## config.mk

```make
export PLATFORM = sky130hd
export DESIGN_NAME = fifo_sync_flat
export DESIGN_NICKNAME = d
export VERILOG_FILES = /design/src/rtl/fifo_sync_if.sv /design/src/rtl/fifo_sync.sv /design/src/flat_wrapper.sv
export SDC_FILE = /design/constraint.sdc
export NUM_CORES = 1
export LEC_CHECK = 0
export ABC_AREA = 1
export CORE_UTILIZATION = 35
export CTS_CLUSTER_DIAMETER = 80
export DETAILED_ROUTE_END_ITERATION = 10
export DONT_BUFFER_PORTS = 1
export PLACE_DENSITY_LB_ADDON = 0.2
export SLEW_MARGIN = 20
export SYNTH_ARGS = -nofsm -noshare
export SYNTH_HDL_FRONTEND = slang
export SYNTH_SLANG_ARGS = --single-unit
```

## constraint.sdc

```tcl
create_clock -name clock -period 3.3 [get_ports clock]
set_input_delay 0.495 -clock clock [delete_from_list [all_inputs] [get_ports clock]]
set_output_delay 0.495 -clock clock [all_outputs]
set_load 0.005 [all_outputs]
```

## src/rtl/fifo_sync_if.sv

```systemverilog
// fifo_sync_if: handshake and status bundle between a FIFO user and fifo_sync.
// The master side issues read/write requests; the slave side (the FIFO)
// returns data and occupancy status.
// Optional build macro: FIFO_SYNC_ERR_EN adds the sticky overflow/underflow flags.
interface fifo_sync_if #(
    parameter int DATA_WIDTH = 8,
    parameter int DEPTH      = 16
);
    logic                       w_enable;
    logic                       r_enable;
    logic [DATA_WIDTH-1:0]      write_data;
    logic [DATA_WIDTH-1:0]      read_data;
    logic                       full;
    logic                       empty;
    logic [$clog2(DEPTH):0]     count;
`ifdef FIFO_SYNC_ERR_EN
    logic                       overflow;
    logic                       underflow;
`endif

`ifdef FIFO_SYNC_ERR_EN
    modport master (
        output w_enable, r_enable, write_data,
        input  read_data, full, empty, count, overflow, underflow
    );
    modport slave (
        input  w_enable, r_enable, write_data,
        output read_data, full, empty, count, overflow, underflow
    );
`else
    modport master (
        output w_enable, r_enable, write_data,
        input  read_data, full, empty, count
    );
    modport slave (
        input  w_enable, r_enable, write_data,
        output read_data, full, empty, count
    );
`endif
endinterface

```

## src/rtl/fifo_sync.sv

```systemverilog
// fifo_sync: single-clock first-in first-out buffer with a registered read port.
// Storage is DEPTH x DATA_WIDTH with wrapping pointers; DEPTH must be a power of two.
// Optional build macro: FIFO_SYNC_ERR_EN adds sticky overflow/underflow flags,
// set by rejected writes/reads and cleared only by reset.
module fifo_sync #(
    parameter int DATA_WIDTH = 8,
    parameter int DEPTH      = 16
) (
    input  logic        clock,
    input  logic        reset,
    fifo_sync_if.slave  bus
);
    localparam int AW = $clog2(DEPTH);
    localparam int CW = AW + 1;

    logic [DATA_WIDTH-1:0] mem_q [DEPTH];

    logic [AW-1:0]         wr_ptr_q, wr_ptr_d;
    logic [AW-1:0]         rd_ptr_q, rd_ptr_d;
    logic [CW-1:0]         count_q, count_d;
    logic [DATA_WIDTH-1:0] read_data_q, read_data_d;

    logic full_w;
    logic empty_w;
    logic rd_accept;
    logic wr_accept;

    assign full_w  = (count_q == CW'(DEPTH));
    assign empty_w = (count_q == '0);

    // Decide which requests are accepted and compute the next pointer/count/data state.
    always_comb begin
        rd_accept   = bus.r_enable && !empty_w;
        wr_accept   = bus.w_enable && (!full_w || rd_accept);
        wr_ptr_d    = wr_ptr_q;
        rd_ptr_d    = rd_ptr_q;
        count_d     = count_q;
        read_data_d = read_data_q;
        if (wr_accept) begin
            wr_ptr_d = wr_ptr_q + AW'(1);
        end
        if (rd_accept) begin
            rd_ptr_d    = rd_ptr_q + AW'(1);
            read_data_d = mem_q[rd_ptr_q];
        end
        if (wr_accept && !rd_accept) begin
            count_d = count_q + CW'(1);
        end else if (rd_accept && !wr_accept) begin
            count_d = count_q - CW'(1);
        end
    end

    // Control state registers; reset empties the FIFO and clears the output word.
    always_ff @(posedge clock) begin
        if (reset) begin
            wr_ptr_q    <= '0;
            rd_ptr_q    <= '0;
            count_q     <= '0;
            read_data_q <= '0;
        end else begin
            wr_ptr_q    <= wr_ptr_d;
            rd_ptr_q    <= rd_ptr_d;
            count_q     <= count_d;
            read_data_q <= read_data_d;
        end
    end

    // Storage array: written on accepted writes only, never cleared by reset.
    always_ff @(posedge clock) begin
        if (!reset && wr_accept) begin
            mem_q[wr_ptr_q] <= bus.write_data;
        end
    end

    assign bus.read_data = read_data_q;
    assign bus.full      = full_w;
    assign bus.empty     = empty_w;
    assign bus.count     = count_q;

`ifdef FIFO_SYNC_ERR_EN
    logic overflow_q, overflow_d;
    logic underflow_q, underflow_d;

    // Sticky error flags: latch any rejected write or rejected read until reset.
    always_comb begin
        overflow_d  = overflow_q  || (bus.w_enable && !wr_accept);
        underflow_d = underflow_q || (bus.r_enable && empty_w);
    end

    // Error flag registers.
    always_ff @(posedge clock) begin
        if (reset) begin
            overflow_q  <= 1'b0;
            underflow_q <= 1'b0;
        end else begin
            overflow_q  <= overflow_d;
            underflow_q <= underflow_d;
        end
    end

    assign bus.overflow  = overflow_q;
    assign bus.underflow = underflow_q;
`endif

endmodule

```

## src/flat_wrapper.sv

```systemverilog
// flat-port wrapper written by rule: the top's interface ports become plain ports
module fifo_sync_flat 
#(
    parameter int DATA_WIDTH = 8,
    parameter int DEPTH      = 16
)
  (clock, reset, bus_w_enable, bus_r_enable, bus_write_data, bus_read_data, bus_full, bus_empty, bus_count);
  fifo_sync_if #(.DATA_WIDTH(DATA_WIDTH), .DEPTH(DEPTH)) bus_i ();
  input  logic clock;
  input  logic reset;
  input wire logic [$bits(bus_i.w_enable)-1:0] bus_w_enable;
  input wire logic [$bits(bus_i.r_enable)-1:0] bus_r_enable;
  input wire logic [$bits(bus_i.write_data)-1:0] bus_write_data;
  output wire logic [$bits(bus_i.read_data)-1:0] bus_read_data;
  output wire logic [$bits(bus_i.full)-1:0] bus_full;
  output wire logic [$bits(bus_i.empty)-1:0] bus_empty;
  output wire logic [$bits(bus_i.count)-1:0] bus_count;
  assign bus_i.w_enable = bus_w_enable;
  assign bus_i.r_enable = bus_r_enable;
  assign bus_i.write_data = bus_write_data;
  assign bus_read_data = bus_i.read_data;
  assign bus_full = bus_i.full;
  assign bus_empty = bus_i.empty;
  assign bus_count = bus_i.count;
  fifo_sync #(.DATA_WIDTH(DATA_WIDTH), .DEPTH(DEPTH)) u_core (.clock(clock), .reset(reset), .bus(bus_i));
endmodule
```

==> summary.txt <==
Layout
  – Layout cells sized above 1: 0.0679
  – Fill cells: 1,745
  – ANT cells: 0
  – Area Growth Syn to Fin: 12.0%
  – Core Util, Final: 0.405
  – NumNets Final: 686

Timing
  – Final Max Slew Viols: 0
  – Peak Freq: 407 MHz
  – Worst slew pin tran: 921 ps
  – Final setup fails: 0
  – Fin Setup TNS: 0 ps
  – Slew HR: 0.384
  – Tcrit/Tclk final: 0.744
  – RSZ-0062 raised after global routing: false
  – Final hold violations: 0
  – Post-route clock skew: 11.6 ps
  – Period minus WS final: 2460 ps

CTS
  – Worst-path clk slew: 60 ps
  – Post-CTS Setup Bufs: 0
  – Hold Buf Count CTS: 0
  – Root buffer cell: clkbuf_16
  – Total CTS buffers: 17
  – CTS tree: done
  – Worst skew pair latency: 420 ps
  – Clock sinks: 149
  – H-tree Lvls: 4
  – Maximum clock path buffer count: 2
  – Post-CTS sizing: 0

Floorplan
  – Initial Utilization: 0.361
  – Die extent in x: 139 um
  – Core box area: 18,100 sq um
  – DIE HEIGHT: 139 um
  – Die ar.: 19,300 sq um
  – Io pins: 27
  – Cell Rows: 49

Min path
  – Worst min-delay path class: primary input to flip-flop
  – Hold depth: 1

Pwr
  – Worst IR drop on VDD: 346 uV
  – P_leak: 3.06 nW
  – Pwr per Cell Area: 725 nW/um^2

Placed design
  – PortBufs: 0
  – Placer congestion estimate: 0.858
  – DP HPWL: 9200 um

Synthesis
  – Post-Syn Area: 6550 sq um
  – Post-synth top area cell: edfxtp_1
  – Synth cell types: 23
  – Top FF cell, synth: edfxtp_1
  – Async set or reset register ratio after synthesis: 0
  – #FFs+latches synth: 149
  – Yosys top cell area share: 0.587
  – Yosys warns: 0
  – Post-Syn Nets: 688
  – Ranking of synthesized cells by area: edfxtp_1 (59%), nand2_1 (13%), nand3_1 (7.4%)
  – Sequential area share after synthesis: 0.651
  – Post-Syn Instances: 666
  – Syn Area/Cell: 9.84 sq um
  – Post-synth EDFFs: 128

Critical path
  – Worst endpoint required time: 3610 ps
  – CP Class: flip-flop to flip-flop
  – Crit path arrival time: 2770 ps
  – Worst-path fanout max: 7
  – Startpoint Class: flip-flop
  – Worst reg-to-reg setup slack: 840 ps
  – Setup crit end kind: flip-flop
  – FF-to-FF path depth: 14

GRT
  – Initial antenna violation count: 0
  – Largest net degree at the start of global routing: 67
  – Vias in the first global route: 4,298
  – Gr usage total: 0.166
  – First-pass GRT wire length: 23,800 um
  – Overflow after GRT: 0

Detailed routing
  – DRT Pass-1 Iters: 8
  – DR DRC count: 4
  – 1st-iter DRT viols: 274
  – Post-Route WL: 15,000 um
  – Post-route ant nets: 0
  – Routed len/inst: 16.6 um
  – Vias post-DR: 4,338
  – Vias per cell: 4.79

Status
  – Status: complete, but fails checks
  – Violated checks: design-rule violations

Flow run
  – Max cap viols: 0
state kept, by name, indices dropped and copies added (netlist names):
| register | flops |
|---|---|
| u_core.wr_ptr_q | 4 |
| u_core.bus.count | 5 |
| u_core.bus.read_data | 8 |
| u_core.rd_ptr_q | 4 |
| u_core.mem_q | 128 |
placed cells by master, fill, tap and decap left out, drive strengths merged, types with 2 or more instances in the layout:
master	synthesis	final
nor2	39	39
nand2	220	220
inv	90	90
o21ai	7	7
bufinv	0	2
clkinv	3	7
nand3	97	97
xor2	6	6
clkbuf	4	24
edfxtp	128	128
a21oi	13	13
buf	25	8
clkinvlp	0	2
ha	9	9
dfxtp	21	21
where the power goes:
group	internal, mW	leakage, nW	switching [mW]	total (mW)
sequential	2.14	1.33	0.0896	2.23
combinational	0.357	1.43	0.779	1.14
clock	1.23	0.298	0.725	1.95
final timing paths:
path                       startpoint                   to
hold reg to reg    u_core.wr_ptr_q[3]   u_core.wr_ptr_q[3]
setup / recovery  u_core.bus.count[0]  u_core.bus.count[3]
setup reg to reg  u_core.bus.count[0]  u_core.bus.count[3]
hold / removal                  reset   u_core.wr_ptr_q[3]
kinds of logic after synthesis:
kind of cell,share of synthesized area
DFF,0.651
AOI/OAI and AO/OA,0.0164
adders and majority gates,0.0202
and+or+nand+nor,0.224
xor gates and xnor gates,0.00936
buffers and inverters,0.0791
synth_stat cells, types with 2 or more instances:
master / count
dfxtp_1: 21
buf_6: 2
buf_2: 15
clkbuf_1: 4
nand3_1: 97
edfxtp_1: 128
nand2_1: 219
o21ai_0: 7
buf_4: 7
ha_1: 9
clkinv_1: 3
xor2_1: 6
nor2_1: 38
inv_1: 86
a21oi_1: 13
inv_2: 4
final cells by class:
class                      count  area (sq um)  area share
sequential                   149          4270       0.581
multi-input combinational    395          1770       0.241
clock buffer                  24           512      0.0697
inverter                      93           352      0.0479
tap                          229           287      0.0390
clock inverter                 8          95.1      0.0130
timing repair buffer           8          60.1     0.00818
through the flow:
step | hold WS (ps) | setup WS (ps) | total power, mW | area, sq um | cells
global placement | 504 | 891 | 3.40 | 6730 | 874
detailed placement | 507 | 843 | 3.42 | 6730 | 874
floorplan | 472 | 1120 | 3.16 | 6550 | 666
CTS | 121 | 836 | 5.36 | 7340 | 906
finish | 135 | 844 | 5.32 | 7340 | 906
global route | 118 | 537 | 5.59 | 7340 | 906
critical path: stages (launching register included):
cell and delay (ps):
dfxtp_1 380, nor2_1 160, nand3_1 90, nor2_2 130
nand2_1 60, nand2_1 190, inv_2 110, ha_1 220
inv_1 150, ha_1 300, a21oi_1 140, nand2_1 70
xor2_1 130, o21ai_0 150, inv_1 60
metal layers:
metal  track usage  vias to the layer above  part of all wire
met5             0                        -                 0
met4        0.0801                        0             0.022
met3        0.0411                       27             0.059
met2         0.259                      116              0.46
met1         0.218                     2045              0.46
li1              -                     2150                 -
Power figures use the tool's default switching activity.
